File: src/rtl/huffman_pkg.sv
`default_nettype none
// ============================================================================
//  Module      : huffman_pkg
//  Description : Shared definitions for the Huffman code generator and encoder.
//                Code word layout: [12:9] length L, [8:0] code right-aligned.
//  Revision    : 1.0 - initial release
// ============================================================================
package huffman_pkg;
  localparam int SYM_NUM = 10;
  localparam int CODE_W  = 13;
  localparam int LEN_MSB = 12;
  localparam int LEN_LSB = 9;
  localparam int MAX_LEN = 9;

  // Marker for a symbol that has no usable code word
  localparam logic [CODE_W-1:0] CODE_INVALID = 13'h1FFF;

  typedef enum logic [1:0] {
    EMPTY = 2'd0,
    RUN   = 2'd1,
    FLUSH = 2'd2
  } state_t;
endpackage
`default_nettype wire

File: src/rtl/huffman_encode_bitpack.sv
`default_nettype none
// ============================================================================
//  Module      : huffman_bitpack
//  Description : MSB-first bit accumulator. Appends variable-length codes,
//                pops whole bytes and flags the final padded byte of a drain.
//  Ports       : append/app_len/app_code - add app_len bits of app_code
//                pop                     - remove the top byte
//                draining                - encoder is flushing
//                byte_out/valid/last     - top byte and its status
//                pad_bits                - zero pad bits in a last byte
//                fill                    - number of valid bits in acc
//  Revision    : 1.0 - initial release
// ============================================================================
module huffman_bitpack
  import huffman_pkg::*;
(
  input  logic       Clk_in,
  input  logic       n_Rst,
  input  logic       append,
  input  logic [3:0] app_len,
  input  logic [8:0] app_code,
  input  logic       pop,
  input  logic       draining,
  output logic [7:0] byte_out,
  output logic       byte_valid,
  output logic       byte_last,
  output logic [2:0] pad_bits,
  output logic [4:0] fill
);

  logic [15:0] r_acc;
  logic [4:0]  r_fill;
  logic [8:0]  w_code_bits;
  logic [15:0] w_ins;

  // Keep only the low L bits, then place them directly below the valid bits.
  // The caller only appends when fill<8 and L<=9, so the shift never goes negative.
  assign w_code_bits = app_code & (9'h1FF >> (4'd9 - app_len));
  assign w_ins       = {7'd0, w_code_bits} << (5'd16 - r_fill - {1'b0, app_len});

  always_ff @(posedge Clk_in or negedge n_Rst) begin
    if (!n_Rst) begin
      r_acc  <= 16'd0;
      r_fill <= 5'd0;
    end else if (pop) begin
      r_acc  <= r_acc << 8;
      r_fill <= (r_fill >= 5'd8) ? (r_fill - 5'd8) : 5'd0;
    end else if (append) begin
      r_acc  <= r_acc | w_ins;
      r_fill <= r_fill + {1'b0, app_len};
    end
  end

  assign byte_out   = r_acc[15:8];
  assign byte_valid = (r_fill >= 5'd8) || (draining && (r_fill != 5'd0));
  assign byte_last  = draining && (r_fill != 5'd0) && (r_fill <= 5'd8);
  // 8 - fill for fill in 1..8 equals -fill modulo 8
  assign pad_bits   = byte_last ? (3'd0 - r_fill[2:0]) : 3'd0;
  assign fill       = r_fill;

endmodule
`default_nettype wire

File: src/rtl/huffman_encode.sv
`default_nettype none
// ============================================================================
//  Module      : huffman_encode
//  Description : Captures ten per-digit code words and packs a stream of
//                4-bit digit symbols into MSB-first bytes, with flush/pad.
//  Ports       : Load_tbl, Code0..Code9  - table capture
//                Sym/Sym_valid/Sym_ready - symbol input handshake
//                Flush                   - drain and zero-pad request
//                Byte_out/valid/ready    - byte output handshake
//                Byte_last, Pad_bits     - final byte of a flush and its padding
//                Sym_err, Flush_done     - one-cycle event pulses
//                Tbl_ok                  - table loaded since reset
//  Revision    : 1.0 - initial release
// ============================================================================
module huffman_encode
  import huffman_pkg::*;
(
  input  logic              Clk_in,
  input  logic              n_Rst,
  input  logic              Load_tbl,
  input  logic [CODE_W-1:0] Code0,
  input  logic [CODE_W-1:0] Code1,
  input  logic [CODE_W-1:0] Code2,
  input  logic [CODE_W-1:0] Code3,
  input  logic [CODE_W-1:0] Code4,
  input  logic [CODE_W-1:0] Code5,
  input  logic [CODE_W-1:0] Code6,
  input  logic [CODE_W-1:0] Code7,
  input  logic [CODE_W-1:0] Code8,
  input  logic [CODE_W-1:0] Code9,
  input  logic [3:0]        Sym,
  input  logic              Sym_valid,
  output logic              Sym_ready,
  input  logic              Flush,
  output logic [7:0]        Byte_out,
  output logic              Byte_valid,
  input  logic              Byte_ready,
  output logic              Byte_last,
  output logic [2:0]        Pad_bits,
  output logic              Sym_err,
  output logic              Flush_done,
  output logic              Tbl_ok
);

  state_t            r_state;
  state_t            w_state_nxt;
  logic [CODE_W-1:0] r_tbl [SYM_NUM];
  logic [CODE_W-1:0] w_code_in [SYM_NUM];
  logic              r_tbl_ok;
  logic              r_sym_err;
  logic              r_flush_done;

  logic [CODE_W-1:0] w_entry;
  logic [3:0]        w_len;
  logic              w_entry_ok;
  logic              w_sym_hs;
  logic              w_byte_hs;
  logic              w_sym_ready;
  logic              w_tbl_load;
  logic              w_drain_end;
  logic [4:0]        w_fill;
  logic              w_byte_valid;
  logic              w_byte_last;

  assign w_code_in = '{Code0, Code1, Code2, Code3, Code4,
                       Code5, Code6, Code7, Code8, Code9};

  // Table lookup; symbols 10..15 fall through to the invalid marker
  always_comb begin
    w_entry = CODE_INVALID;
    for (int i = 0; i < SYM_NUM; i++) begin
      if (Sym == i[3:0]) w_entry = r_tbl[i];
    end
  end

  assign w_len      = w_entry[LEN_MSB:LEN_LSB];
  assign w_entry_ok = (w_len != 4'd0) && (w_len <= 4'(MAX_LEN));
  assign w_sym_hs   = Sym_valid && w_sym_ready;
  assign w_byte_hs  = w_byte_valid && Byte_ready;

  // A flush ends when nothing is left, or when the last byte is taken
  assign w_drain_end = (r_state == FLUSH) &&
                       ((w_fill == 5'd0) || (w_byte_hs && w_byte_last));

  // State register
  always_ff @(posedge Clk_in or negedge n_Rst) begin
    if (!n_Rst) r_state <= EMPTY;
    else        r_state <= w_state_nxt;
  end

  // Next-state logic
  always_comb begin
    w_state_nxt = r_state;
    case (r_state)
      EMPTY:   if (Load_tbl)    w_state_nxt = RUN;
      RUN:     if (Flush)       w_state_nxt = FLUSH;
      FLUSH:   if (w_drain_end) w_state_nxt = RUN;
      default:                  w_state_nxt = EMPTY;
    endcase
  end

  // State-decoded outputs
  always_comb begin
    w_sym_ready = 1'b0;
    w_tbl_load  = 1'b0;
    case (r_state)
      EMPTY: w_tbl_load = Load_tbl;
      RUN: begin
        w_sym_ready = (w_fill < 5'd8);
        w_tbl_load  = Load_tbl;
      end
      default: ;
    endcase
  end

  // Table, status flag and event pulses. A symbol taken in the load cycle
  // already used the old entry, since the lookup reads r_tbl.
  always_ff @(posedge Clk_in or negedge n_Rst) begin
    if (!n_Rst) begin
      for (int i = 0; i < SYM_NUM; i++) r_tbl[i] <= '0;
      r_tbl_ok     <= 1'b0;
      r_sym_err    <= 1'b0;
      r_flush_done <= 1'b0;
    end else begin
      if (w_tbl_load) begin
        for (int i = 0; i < SYM_NUM; i++) r_tbl[i] <= w_code_in[i];
        r_tbl_ok <= 1'b1;
      end
      r_sym_err    <= w_sym_hs && !w_entry_ok;
      r_flush_done <= w_drain_end;
    end
  end

  huffman_bitpack u_bitpack (
    .Clk_in     (Clk_in),
    .n_Rst      (n_Rst),
    .append     (w_sym_hs && w_entry_ok),
    .app_len    (w_len),
    .app_code   (w_entry[LEN_LSB-1:0]),
    .pop        (w_byte_hs),
    .draining   (r_state == FLUSH),
    .byte_out   (Byte_out),
    .byte_valid (w_byte_valid),
    .byte_last  (w_byte_last),
    .pad_bits   (Pad_bits),
    .fill       (w_fill)
  );

  assign Sym_ready  = w_sym_ready;
  assign Byte_valid = w_byte_valid;
  assign Byte_last  = w_byte_last;
  assign Sym_err    = r_sym_err;
  assign Flush_done = r_flush_done;
  assign Tbl_ok     = r_tbl_ok;

endmodule
`default_nettype wire

File: config.mk
export PLATFORM = sky130hd
export DESIGN_NAME = huffman_encode
export DESIGN_NICKNAME = d
export VERILOG_FILES = /design/src/rtl/huffman_pkg.sv /design/src/rtl/huffman_encode_bitpack.sv /design/src/rtl/huffman_encode.sv
export SDC_FILE = /design/constraint.sdc
export NUM_CORES = 1
export LEC_CHECK = 0
export BUFFER_PORTS_ARGS = -buffer_cell sky130_fd_sc_hd__clkbuf_2
export CAP_MARGIN = 20
export CELL_PAD_IN_SITES_DETAIL_PLACEMENT = 1
export CELL_PAD_IN_SITES_GLOBAL_PLACEMENT = 1
export CORE_ASPECT_RATIO = 1.1
export CORE_MARGIN = 5
export CORE_UTILIZATION = 45
export DETAILED_ROUTE_END_ITERATION = 10
export GPL_TIMING_DRIVEN = 0
export PLACE_DENSITY = 0.89
export SLEW_MARGIN = 20
export SYNTH_ARGS = -nofsm -noshare
export SYNTH_HDL_FRONTEND = slang
export SYNTH_SLANG_ARGS = --single-unit
File: constraint.sdc
create_clock -name Clk_in -period 4.28 [get_ports Clk_in]
set_clock_uncertainty 0.15 [all_clocks]
set_input_delay 0.428 -clock Clk_in [delete_from_list [all_inputs] [get_ports Clk_in]]
set_output_delay 0.428 -clock Clk_in [all_outputs]
set_load 0.01 [all_outputs]
==> results.md <==
- Aggregate global-route resource usage: 26.7%
- Arr. time, crit path: 4.31 ns
- Drt drc: 0
- Post-synth EDFFs: 0
- Crit path max fanout: 10
- WL met1: 11.0 mm
- Count leader, synth: dfrtp_1
- WL met3: 2.01 mm
- Synth Net Count: 915
- Final GP Congestion: 0.905
- Global-route wire length before repair: 45.2 mm
- Largest area contributor in the synthesized netlist: dfrtp_1
- Site Rows: 53
- Starting DRT DRC Count: 410
- Tot Pwr: 0.00669 W
- Worst-Margin Slew: 0.833 ns
- CTS Buf Count: 17
- Total Wirelength: 29.0 mm
- P&R area growth vs syn: 20.7%
- Starting Density: 45.4%
- CP endpoint kind: register
- CTS tree: yes
- P per Cell Area: 644 nW/um^2
- Sequential cell area: 3900 um^2
- Setup crit start kind: primary input
- DIE HEIGHT: 155 um
- Clock transition at path regs: 0.06 ns
- RSZ-0062 raised after global routing: false
- Fillers: 2138
- Vias: 7169
- Via density: 5.99
- Commonest register cell after synthesis: dfrtp_1
- Pre-antenna DRT Iters: 5
- Comb pwr share: 41.9%
- Max Cap Viol: 0
- Crit path time final: 4.11 ns
- Largest net degree at the start of global routing: 83
- Number of synthesized register bits: 156
- Synthesized cell area: 8610 um^2
- Nets: 1091
- Final Cycle Share: 95.9%
- Int Pwr: 0.00408 W
- Initial antenna violation count: 1
- H-tree levels: 4
- Area of the multi-input gates: 4270 um^2
- Ant diodes: 0
- CTS root buffer: clkbuf_16
- Number of setup violations in the final report: 0
- Sequential fraction of design power: 34.9%
- Required @ worst endpoint: 4.48 ns
- Die width: 142 um
- Slew HR: 43.8%
- WL/cell: 24.2 um
- Floorplan Core Area: 19000 um^2
- Sw Share: 39.0%
- Clock network fraction of total power: 23.3%
- Ys async rst share: 100%
- Post-Layout Cell Count: 1196
- Insertion delay to the later sink of the worst-skew pair: 0.44 ns
- Leakage: 4.59 nW
- Vias in the first global route: 7971
- Hold Crit Class: primary input to register
- Mean Syn Cell Area: 11.3 um^2
- Sequential share of the synthesized area: 45.3%
- Critical path class: primary input to register
- Largest cells by area after synthesis: dfrtp_1, mux2_2, mux2i_1
- Post-synth cell types: 87
- Num Clock Sinks: 156
- Routed Antenna Nets: 0
- Post-DP HPWL: 21.5 mm
- Top layer in use: met5
- Synth cell count leaders: dfrtp_1, mux2_2, nand2_1, nor2_1, o21ai_0
- Outcome: finished clean
- Psw: 0.00261 W
- GRT overflow: 0
- IO Port Bufs: 155
- Fmax: 244 MHz
- Setup bufs post-CTS: 0
- Cell count after synthesis: 760
- Synth top area share: 45.3%
- Final hold violations: 0
- Die area: 22000 um^2
- Synth warnings: 0
- Clk buf depth: 2
- Layout cells sized above 1: 39.4%
- Top Ports: 157
- Met2 WL: 15.0 mm
- Peak VDD IR: 0.339 mV
- Placed insts: 1164
- Fin. max-slew vios: 0
[registers in the layout (all words and copies together), names as in the netlist]
| name | cells |
|---|---|
| Flush_done | 1 |
| Sym_err | 1 |
| Tbl_ok | 1 |
| r_state | 2 |
| r_tbl | 130 |
| u_bitpack.fill | 5 |
| u_bitpack.r_acc | 16 |
[metal layers]
layer,global-route usage [%],vias up
met5,0,-
met4,10.9,2
met3,6.42,78
met2,47.2,314
met1,31.1,3636
li1,-,3139
[power groups by stage]
| stage | registers, W | logic, W | clock network (W) |
|---|---|---|---|
| 2_1_floorplan | 0.00218 | 0.00199 | 0 |
| 3_3_place_gp | 0.00226 | 0.00259 | 0 |
| 3_5_place_dp | 0.00232 | 0.00272 | 0 |
| 4_1_cts | 0.00232 | 0.00277 | 0.00158 |
| 5_1_grt | 0.00237 | 0.00302 | 0.00166 |
| 6_report | 0.00233 | 0.00280 | 0.00156 |
[critical path, cell delays in order]
cell and delay (ns):
clkbuf_2 0.17, buf_6 0.19, or4b_1 0.50, clkbuf_1 0.25
o21ai_1 0.15, a32oi_1 0.08, o21ai_2 0.20, inv_2 0.13
ha_1 0.41, clkbuf_1 0.39, nand3_1 0.20, o221ai_1 0.22
nand4_1 0.24, a22oi_1 0.36, mux2i_1 0.19, o22ai_1 0.19
[cells in the final DEF, fill, tap and decap left out, types with 13 or more instances in the layout]
| master | count |
|---|---|
| mux2i_1 | 28 |
| ha_1 | 13 |
| mux2_2 | 126 |
| inv_1 | 26 |
| nor2_1 | 29 |
| o21ai_0 | 28 |
| clkbuf_1 | 26 |
| nand2_1 | 44 |
| o22ai_1 | 14 |
| clkbuf_16 | 17 |
| dfrtp_1 | 156 |
| a21oi_1 | 15 |
| clkbuf_2 | 154 |
| nor2b_1 | 17 |
[cell families (layout without fill, tap and decap cells)]
logic type	count (synthesis)	count (layout)	synth area share (%)
flip-flops	156	156	45.3
XOR/XNOR	9	9	0.916
buffers and inverters	87	276	5.33
adder cells (fa/ha/maj)	15	15	2.35
AND/OR/NAND/NOR	170	170	10.9
AO/OA/AOI/OAI	162	162	13.6
multiplexers	161	161	21.6
[worst paths after layout]
path / startpoint / to / slack (ns) / cells after the start
min reg2reg: Tbl_ok / Tbl_ok / 0.33 / 1
max in group asynchronous: n_Rst / r_tbl[109] / 2.74 / 4
max reg2reg: r_tbl[114] / u_bitpack.r_acc[1] / 0.26 / 12
max: Sym[0] / u_bitpack.r_acc[14] / 0.17 / 16
min in group asynchronous: n_Rst / u_bitpack.fill[3] / 0.27 / 2
min: Code1[8] / r_tbl[112] / 0.06 / 3
[through the flow]
step	hold slack (ns)	cell area, um^2	setup WS [ns]	setup TNS (ns)	utilization [%]
final	0.0645	10400	0.174	0	54.8
after global routing	0.0581	10400	0.00610	0	54.8
after CTS	0.0498	10400	0.00116	0	54.7
after detailed placement	0.158	9760	-0.418	-3.21	51.5
after global placement	0.306	9690	-0.227	-12.85	51.1
after floorplan	-0.0176	8610	0.508	0	-
[timing repair]
| action | 4_1_cts | 5_1_grt |
|---|---|---|
| hold buffers | 1 | 0 |
| gates resized for setup | 1 | 5 |
| hold endpoints to repair | 20 | 0 |
| pin swaps | 0 | 0 |
| endpoints found under the setup margin | 1 | 11 |
[cell type report]
cell class,instances,area share [%]
Sequential cell,156,37.6
Buffer,55,3.26
Inverter,31,1.12
Multi-Input combinational cell,517,41.1
Tap cell,247,2.97
Timing Repair Buffer,158,8.18
Clock inverter,14,1.64
Clock buffer,18,4.13
No activity file was read; power rests on OpenSTA's default activity.
